--- config.mk ---
export PLATFORM = sky130hd
export DESIGN_NAME = mul_share_arbiter
export DESIGN_NICKNAME = d
export VERILOG_FILES = /design/src/rtl/mul_share_arbiter.sv
export SDC_FILE = /design/constraint.sdc
export NUM_CORES = 1
export LEC_CHECK = 0
export CORE_ASPECT_RATIO = 0.5
export CORE_MARGIN = 4
export CORE_UTILIZATION = 30
export DETAILED_ROUTE_END_ITERATION = 8
export PLACE_DENSITY_LB_ADDON = 0.1
export SLEW_MARGIN = 30
export SYNTH_ARGS = -nofsm -noshare
export SYNTH_HDL_FRONTEND = slang
export SYNTH_SLANG_ARGS = --single-unit
--- constraint.sdc ---
create_clock -name clk -period 3.78 [get_ports clk]
set_input_delay 0.945 -clock clk [delete_from_list [all_inputs] [get_ports clk]]
set_output_delay 0.945 -clock clk [all_outputs]
set_load 0.01 [all_outputs]
--- src/rtl/mul_share_arbiter.sv ---
// Round-robin arbiter sharing one combinational OPW x OPW multiplier between two
// requesters; operands are registered, held for SETTLE cycles, then the product is returned.
module mul_share_arbiter #(
  parameter int OPW    = 4,
  parameter int SETTLE = 1
) (
  input  logic             clk,
  input  logic             rst_n,
  input  logic             req0_valid,
  input  logic [OPW-1:0]   req0_a,
  input  logic [OPW-1:0]   req0_b,
  output logic             req0_ready,
  input  logic             req1_valid,
  input  logic [OPW-1:0]   req1_a,
  input  logic [OPW-1:0]   req1_b,
  output logic             req1_ready,
  output logic [OPW-1:0]   mul_a,
  output logic [OPW-1:0]   mul_b,
  input  logic [2*OPW-1:0] mul_product,
  output logic             rsp_valid,
  output logic [2*OPW-1:0] rsp_product,
  output logic             rsp_id,
  input  logic             rsp_ready,
  output logic             busy,
  output logic [15:0]      op_count
);

  // state | meaning
  // IDLE  | arbitrating; the winner (if any) is accepted this cycle
  // ISSUE | operands held on the multiplier while the settle counter runs down
  // RESP  | product held on the response port until rsp_ready
  localparam logic [1:0] ST_IDLE  = 2'd0;
  localparam logic [1:0] ST_ISSUE = 2'd1;
  localparam logic [1:0] ST_RESP  = 2'd2;

  localparam logic [3:0] SETTLE_M1 = 4'(SETTLE - 1);

  if (SETTLE < 1 || SETTLE > 15) begin : g_settle_bad
    $error("mul_share_arbiter: SETTLE must be within 1..15");
  end

  logic [1:0]       state_q, state_d;
  logic [3:0]       cnt_q, cnt_d;
  logic             last_q, last_d;
  logic [OPW-1:0]   mul_a_q, mul_a_d;
  logic [OPW-1:0]   mul_b_q, mul_b_d;
  logic [2*OPW-1:0] rsp_product_q, rsp_product_d;
  logic             rsp_id_q, rsp_id_d;
  logic             rsp_valid_q, rsp_valid_d;
  logic [15:0]      op_count_q, op_count_d;

  logic idle;
  logic grant0;
  logic grant1;

  // Under contention the requester that did not win most recently gets the grant.
  assign idle   = (state_q == ST_IDLE);
  assign grant0 = req0_valid & (~req1_valid | last_q);
  assign grant1 = req1_valid & (~req0_valid | ~last_q);

  assign req0_ready  = idle & grant0;
  assign req1_ready  = idle & grant1;
  assign mul_a       = mul_a_q;
  assign mul_b       = mul_b_q;
  assign rsp_valid   = rsp_valid_q;
  assign rsp_product = rsp_product_q;
  assign rsp_id      = rsp_id_q;
  assign busy        = ~idle;
  assign op_count    = op_count_q;

  always_comb begin
    state_d       = state_q;
    cnt_d         = cnt_q;
    last_d        = last_q;
    mul_a_d       = mul_a_q;
    mul_b_d       = mul_b_q;
    rsp_product_d = rsp_product_q;
    rsp_id_d      = rsp_id_q;
    rsp_valid_d   = rsp_valid_q;
    op_count_d    = op_count_q;
    case (state_q)
      ST_IDLE: begin
        if (req0_ready | req1_ready) begin
          mul_a_d  = req1_ready ? req1_a : req0_a;
          mul_b_d  = req1_ready ? req1_b : req0_b;
          rsp_id_d = req1_ready;
          last_d   = req1_ready;
          cnt_d    = SETTLE_M1;
          state_d  = ST_ISSUE;
        end
      end
      ST_ISSUE: begin
        if (cnt_q == 4'd0) begin
          rsp_product_d = mul_product;
          rsp_valid_d   = 1'b1;
          state_d       = ST_RESP;
        end else begin
          cnt_d = cnt_q - 4'd1;
        end
      end
      ST_RESP: begin
        if (rsp_ready) begin
          rsp_valid_d = 1'b0;
          op_count_d  = op_count_q + 16'd1;
          state_d     = ST_IDLE;
        end
      end
      default: state_d = ST_IDLE;
    endcase
  end

  always_ff @(posedge clk or negedge rst_n) begin
    if (!rst_n) begin
      state_q       <= ST_IDLE;
      cnt_q         <= 4'd0;
      last_q        <= 1'b1;
      mul_a_q       <= '0;
      mul_b_q       <= '0;
      rsp_product_q <= '0;
      rsp_id_q      <= 1'b0;
      rsp_valid_q   <= 1'b0;
      op_count_q    <= 16'd0;
    end else begin
      state_q       <= state_d;
      cnt_q         <= cnt_d;
      last_q        <= last_d;
      mul_a_q       <= mul_a_d;
      mul_b_q       <= mul_b_d;
      rsp_product_q <= rsp_product_d;
      rsp_id_q      <= rsp_id_d;
      rsp_valid_q   <= rsp_valid_d;
      op_count_q    <= op_count_d;
    end
  end

endmodule

======== Word-level counts from Yosys, hierarchy flattened ========
Index checks and enable logic that the tools add are counted.
storage, ports and cells
  input port bits ......................... 29
  word-level logic and storage cells ...... 50
  register bits ........................... 41
operators by class
  bitwise logic cells ..................... 11
  add/subtract/negate cells ............... 2
  reduce and logical (&&, ||, !) cells .... 10
  mux-type cells .......................... 12
  equality and inequality tests ........... 6
operators with widths
  cell                                                                    count
  16-bit by 1-bit adder with 16-bit output (second input constant)        1
  4-bit 2-to-1 mux                                                        4
  3-bit AND reduction                                                     3
  4-bit case mux with 2 select lines                                      1
  2-bit 2-to-1 mux                                                        3
  2-bit != test (second input constant)                                   3
  2-bit case mux with 3 select lines                                      1
  2-bit AND reduction                                                     3
  1-bit bitwise AND                                                       4
  4-bit zero test                                                         1
  1-bit NOT                                                               4
  2-bit nonzero test                                                      2
  4-bit by 1-bit subtractor with 4-bit output (second input constant)     1
  1-bit bitwise OR                                                        3
  2-bit by 1-bit equality test with 1-bit output (second input constant)  1
  2-bit equality test (second input constant)                             1
  2-bit zero test                                                         1
  1-bit 2-to-1 mux                                                        2
  2-bit by 1-bit != test with 1-bit output (second input constant)        1
  1-bit case mux with 2 select lines                                      1

======== Logic depth before layout (Yosys ltp) ========
  depth after elaboration ................. 7
  depth in mapped cells ................... 6
  mapped depth without buffers ............ 6

======== Least setup slack after synthesis ========
No wires, ideal clock.
  path type ............................... in2out
  start ................................... input req0_valid
  end ..................................... output req1_ready
  stages on the path ...................... 4
  data required time ...................... 2.835 ns
  path slack .............................. 1.509 ns
  arrival time ............................ 1.326 ns
  cell sequence ........................... nand2_1 > nand3_1 > buf_4 > inv_1
on the way
  cells in the longest elaborated chain, start to end .. 4
ends and longest elaborated chain
  what               RTL line  source
  start, declared    9         input logic req0_valid,
  1-bit NOT          59        assign grant1 = req1_valid & (~req0_valid | ~last_q);
  1-bit bitwise OR   59
  1-bit bitwise AND  59
  1-bit bitwise AND  62        assign req1_ready = idle & grant1;
  end, declared      16        output logic req1_ready,
No other way between the ends.

======== Worst setup path in the final report ========
  start ................................... input req0_valid
  end ..................................... output req0_ready
on the way
  cells in the longest elaborated chain, start to end .. 2
ends and longest elaborated chain
  what               RTL line  source
  1-bit bitwise AND  58        assign grant0 = req0_valid & (~req1_valid | last_q);
  1-bit bitwise AND  61        assign req0_ready = idle & grant0;
  end, declared      12        output logic req0_ready,
No other way between the ends.

==> summary.md <==
| Metric | Value |
|---|---|
| Core area | around 5700 sq um |
| Clock Latency Late Sink | roughly 280 ps |
| Setup_tns | 0 ps |
| Layout area overhead | 47.6% |
| Path type of the worst setup path | in -> out |
| Clock transition at the registers of the reported paths | 60 ps |
| DR iter-0 viols | 34 |
| RSZ-0062 raised after global routing | false |
| Initial antenna violation count | 0 |
| Post-CTS Setup Bufs | 0 |
| Clk root buf | clkbuf_16 |
| Die Area | 7560 sq um |
| Period utilisation layout | 85.6% |
| # setup viols final | 0 |
| Post-Syn Area | 1850 sq um |
| Worst-Margin Slew | approximately 530 ps |
| Syn avg cell area | 12.1 sq um |
| Pins Over Slew Limit | 0 |
| DRC viols | 0 |
| Synth warnings | 0 |
| Share of post-route cells with drive strength above 1 | 12.1% |
| Final ANT Viol Nets | 0 |
| First-pass GRT wire length | 6910 um |
| Slew headroom | roughly two thirds |
| Yosys cell types | 32 |
| Status | finished clean |
| Crit path capture type | output port |
| H-Tree Depth | 2 |
| Nets | 254 |
| Mapped Cells | 153 |
| Pre-antenna DRT Iters | 2 |
| TritonCTS Buffers | 5 |
| Largest net degree at the start of global routing | 42 |
| Buffers on Ports | 65 |
| Number of antenna diodes | 0 |
| Final Hold Violating Endpoints | 0 |
| Tot GR Track Use | 11.5% |
| Chip width | 119 um |
| Max clock buf depth | 2 |
| Post-Syn Nets | 185 |
| Num ports | 66 |
| Detailed Route WL | 3980 um |
| Starting Density | between 30 and 40% |
| Seq/Total Area, Yosys | roughly 56% |
| Clk_skew | 4.83 ps |
| Worst Path Required | 2830 ps |
| Flops & latches, synth | 41 |
| Hpwl dp | 2940 um |
| Vias after detailed routing | around 1400 |
| Worst Path Arrival | 2290 ps |
| Site row count | 19 |
| Number of global-route vias before repair | between 1000 and 1500 |
| Clock sink count | 41 |
| Hold-fix buffers at CTS | 0 |
| Die Ht | roughly 64 um |
| DP Worst Slack | 554 ps |
| TritonCTS clock tree | yes |
| Final WS setup | 543 ps |
| Cell area power density | roughly 660 nW/um^2 |
| Hold WC Path Type | reg -> reg |
| Worst-path fanout max | 5 |
| Post-CTS sizing | 0 |
| Max_cap viols | 0 |
| Gpl congestion | about 0.73 |
| Leakage | 1.25 nW |
| CP Launch Type | input port |
| DR WL/cell | ~13 um |
| Via/cell ratio | roughly 4.4 |
| Worst vdd ir | 0.000291 V |
| Peak Freq | 0.309 GHz |
| GRT overflow | 0 |
| Minimum clock period | around 3200 ps |
-- registers in the layout, summed over array words and instances, names as in the netlist --
register     count
rsp_valid        1
cnt_q            4
mul_b            4
last_q           1
rsp_product      8
rsp_id           1
state_q          2
mul_a            4
op_count        16
-- metal layers --
metal	vias up	routed length [um]	global-route usage [%]
li1	667	-	-
met5	-	0	0
met4	0	70	4.76
met2	36	1830	18.2
met3	5	242	3.93
met1	653	1840	14.4
-- final cells by class --
type	instances	area, sq um
Clock buffer	6	139
Tap cell	84	105
Sequential cell	41	1030
Clock inverter	2	13.8
Inverter	8	30.0
Timing Repair Buffer	66	656
Multi-Input combinational cell	100	758
Fill cell	524	3000
-- Yosys cell counts (all sizes together) --
library cell / count / area (sq um)
or3: 1 / 6.26
o21a: 1 / 7.51
nor2: 12 / 52.6
o22ai: 1 / 6.26
ha: 3 / 37.5
and4bb: 1 / 16.3
xnor2: 12 / 105
mux2: 9 / 101
xor2: 4 / 35.0
mux2i: 10 / 100
buf: 4 / 33.8
nand3b: 1 / 20.0
o21ai: 4 / 20.0
nand3: 7 / 35.0
and3: 4 / 25.0
a21oi: 11 / 55.1
dfstp: 1 / 26.3
nand2: 6 / 22.5
a31oi: 1 / 6.26
inv: 8 / 30.0
nand4: 2 / 12.5
a21o: 1 / 7.51
nand4b: 1 / 23.8
dfrtp: 40 / 1000
and2b: 1 / 7.51
nor3: 6 / 46.3
a31o: 1 / 8.76
-- through the flow --
stage          util, %  area (sq um)  total power [mW]  hold slack (ps)  instances
2_1_floorplan        -          1850              1.07              473        153
3_3_place_gp      44.9          2570              1.38              460        299
3_5_place_dp      44.9          2570              1.39              471        299
4_1_cts           47.6          2730              1.84              479        307
5_1_grt           47.6          2730              1.95              511        307
6_report          47.6          2730              1.81              475        307
-- cell families after synthesis --
family | Yosys count | share of synthesized area [%]
XOR/XNOR | 16 | 7.58
flip-flops | 41 | 55.5
buffers and inverters | 12 | 3.45
AO/OA/AOI/OAI | 20 | 6.02
adder cells (fa/ha/maj) | 3 | 2.03
multiplexers | 19 | 10.9
AND/OR/NAND/NOR | 42 | 14.5
-- cells in the final DEF (no fill, tap or decap) --
master           count
clkbuf_16            5
and2b_1              1
mux2_2               9
a21o_1               1
inv_1                8
buf_4                2
clkdlybuf4s50_1     64
nor2_4               1
a31oi_1              1
xnor2_1             12
clkinv_4             1
nand3b_4             1
o21ai_1              1
ha_1                 3
o21ai_0              3
nand2_1              6
clkinv_2             1
dfrtp_1             40
xor2_1               4
nand3_1              7
nor2_1              11
or3_1                1
mux2i_1             10
a21oi_1             11
nor3_2               1
nand4b_4             1
and3_1               4
nor3_1               4
o22ai_1              1
dfstp_2              1
a31o_2               1
nor3_4               1
o21a_1               1
clkbuf_8             1
and4bb_4             1
nand4_1              2
-- report_power, final --
part	switching, mW	total, mW	internal, mW
logic	0.285	0.686	0.401
registers	0.105	0.689	0.584
clock network	0.171	0.433	0.262
-- critical path, cell delays in order --
cell and delay (ps):
clkdlybuf4s50_1 540, nand2_1 70, a21oi_1 160, clkdlybuf4s50_1 570
-- worst paths after layout --
path                             endpoint  slack, ps         start  cells past startpoint
hold reg to reg              op_count[15]        470  op_count[15]                      1
max in group asynchronous          last_q       2760         rst_n                      1
hold / removal               op_count[15]        470  op_count[15]                      1
setup reg to reg           rsp_product[3]       2010      cnt_q[0]                      5
min in group asynchronous     op_count[3]        640         rst_n                      1
setup / recovery               req0_ready        540    req0_valid                      4
No activity file was read; power rests on OpenSTA's default activity.
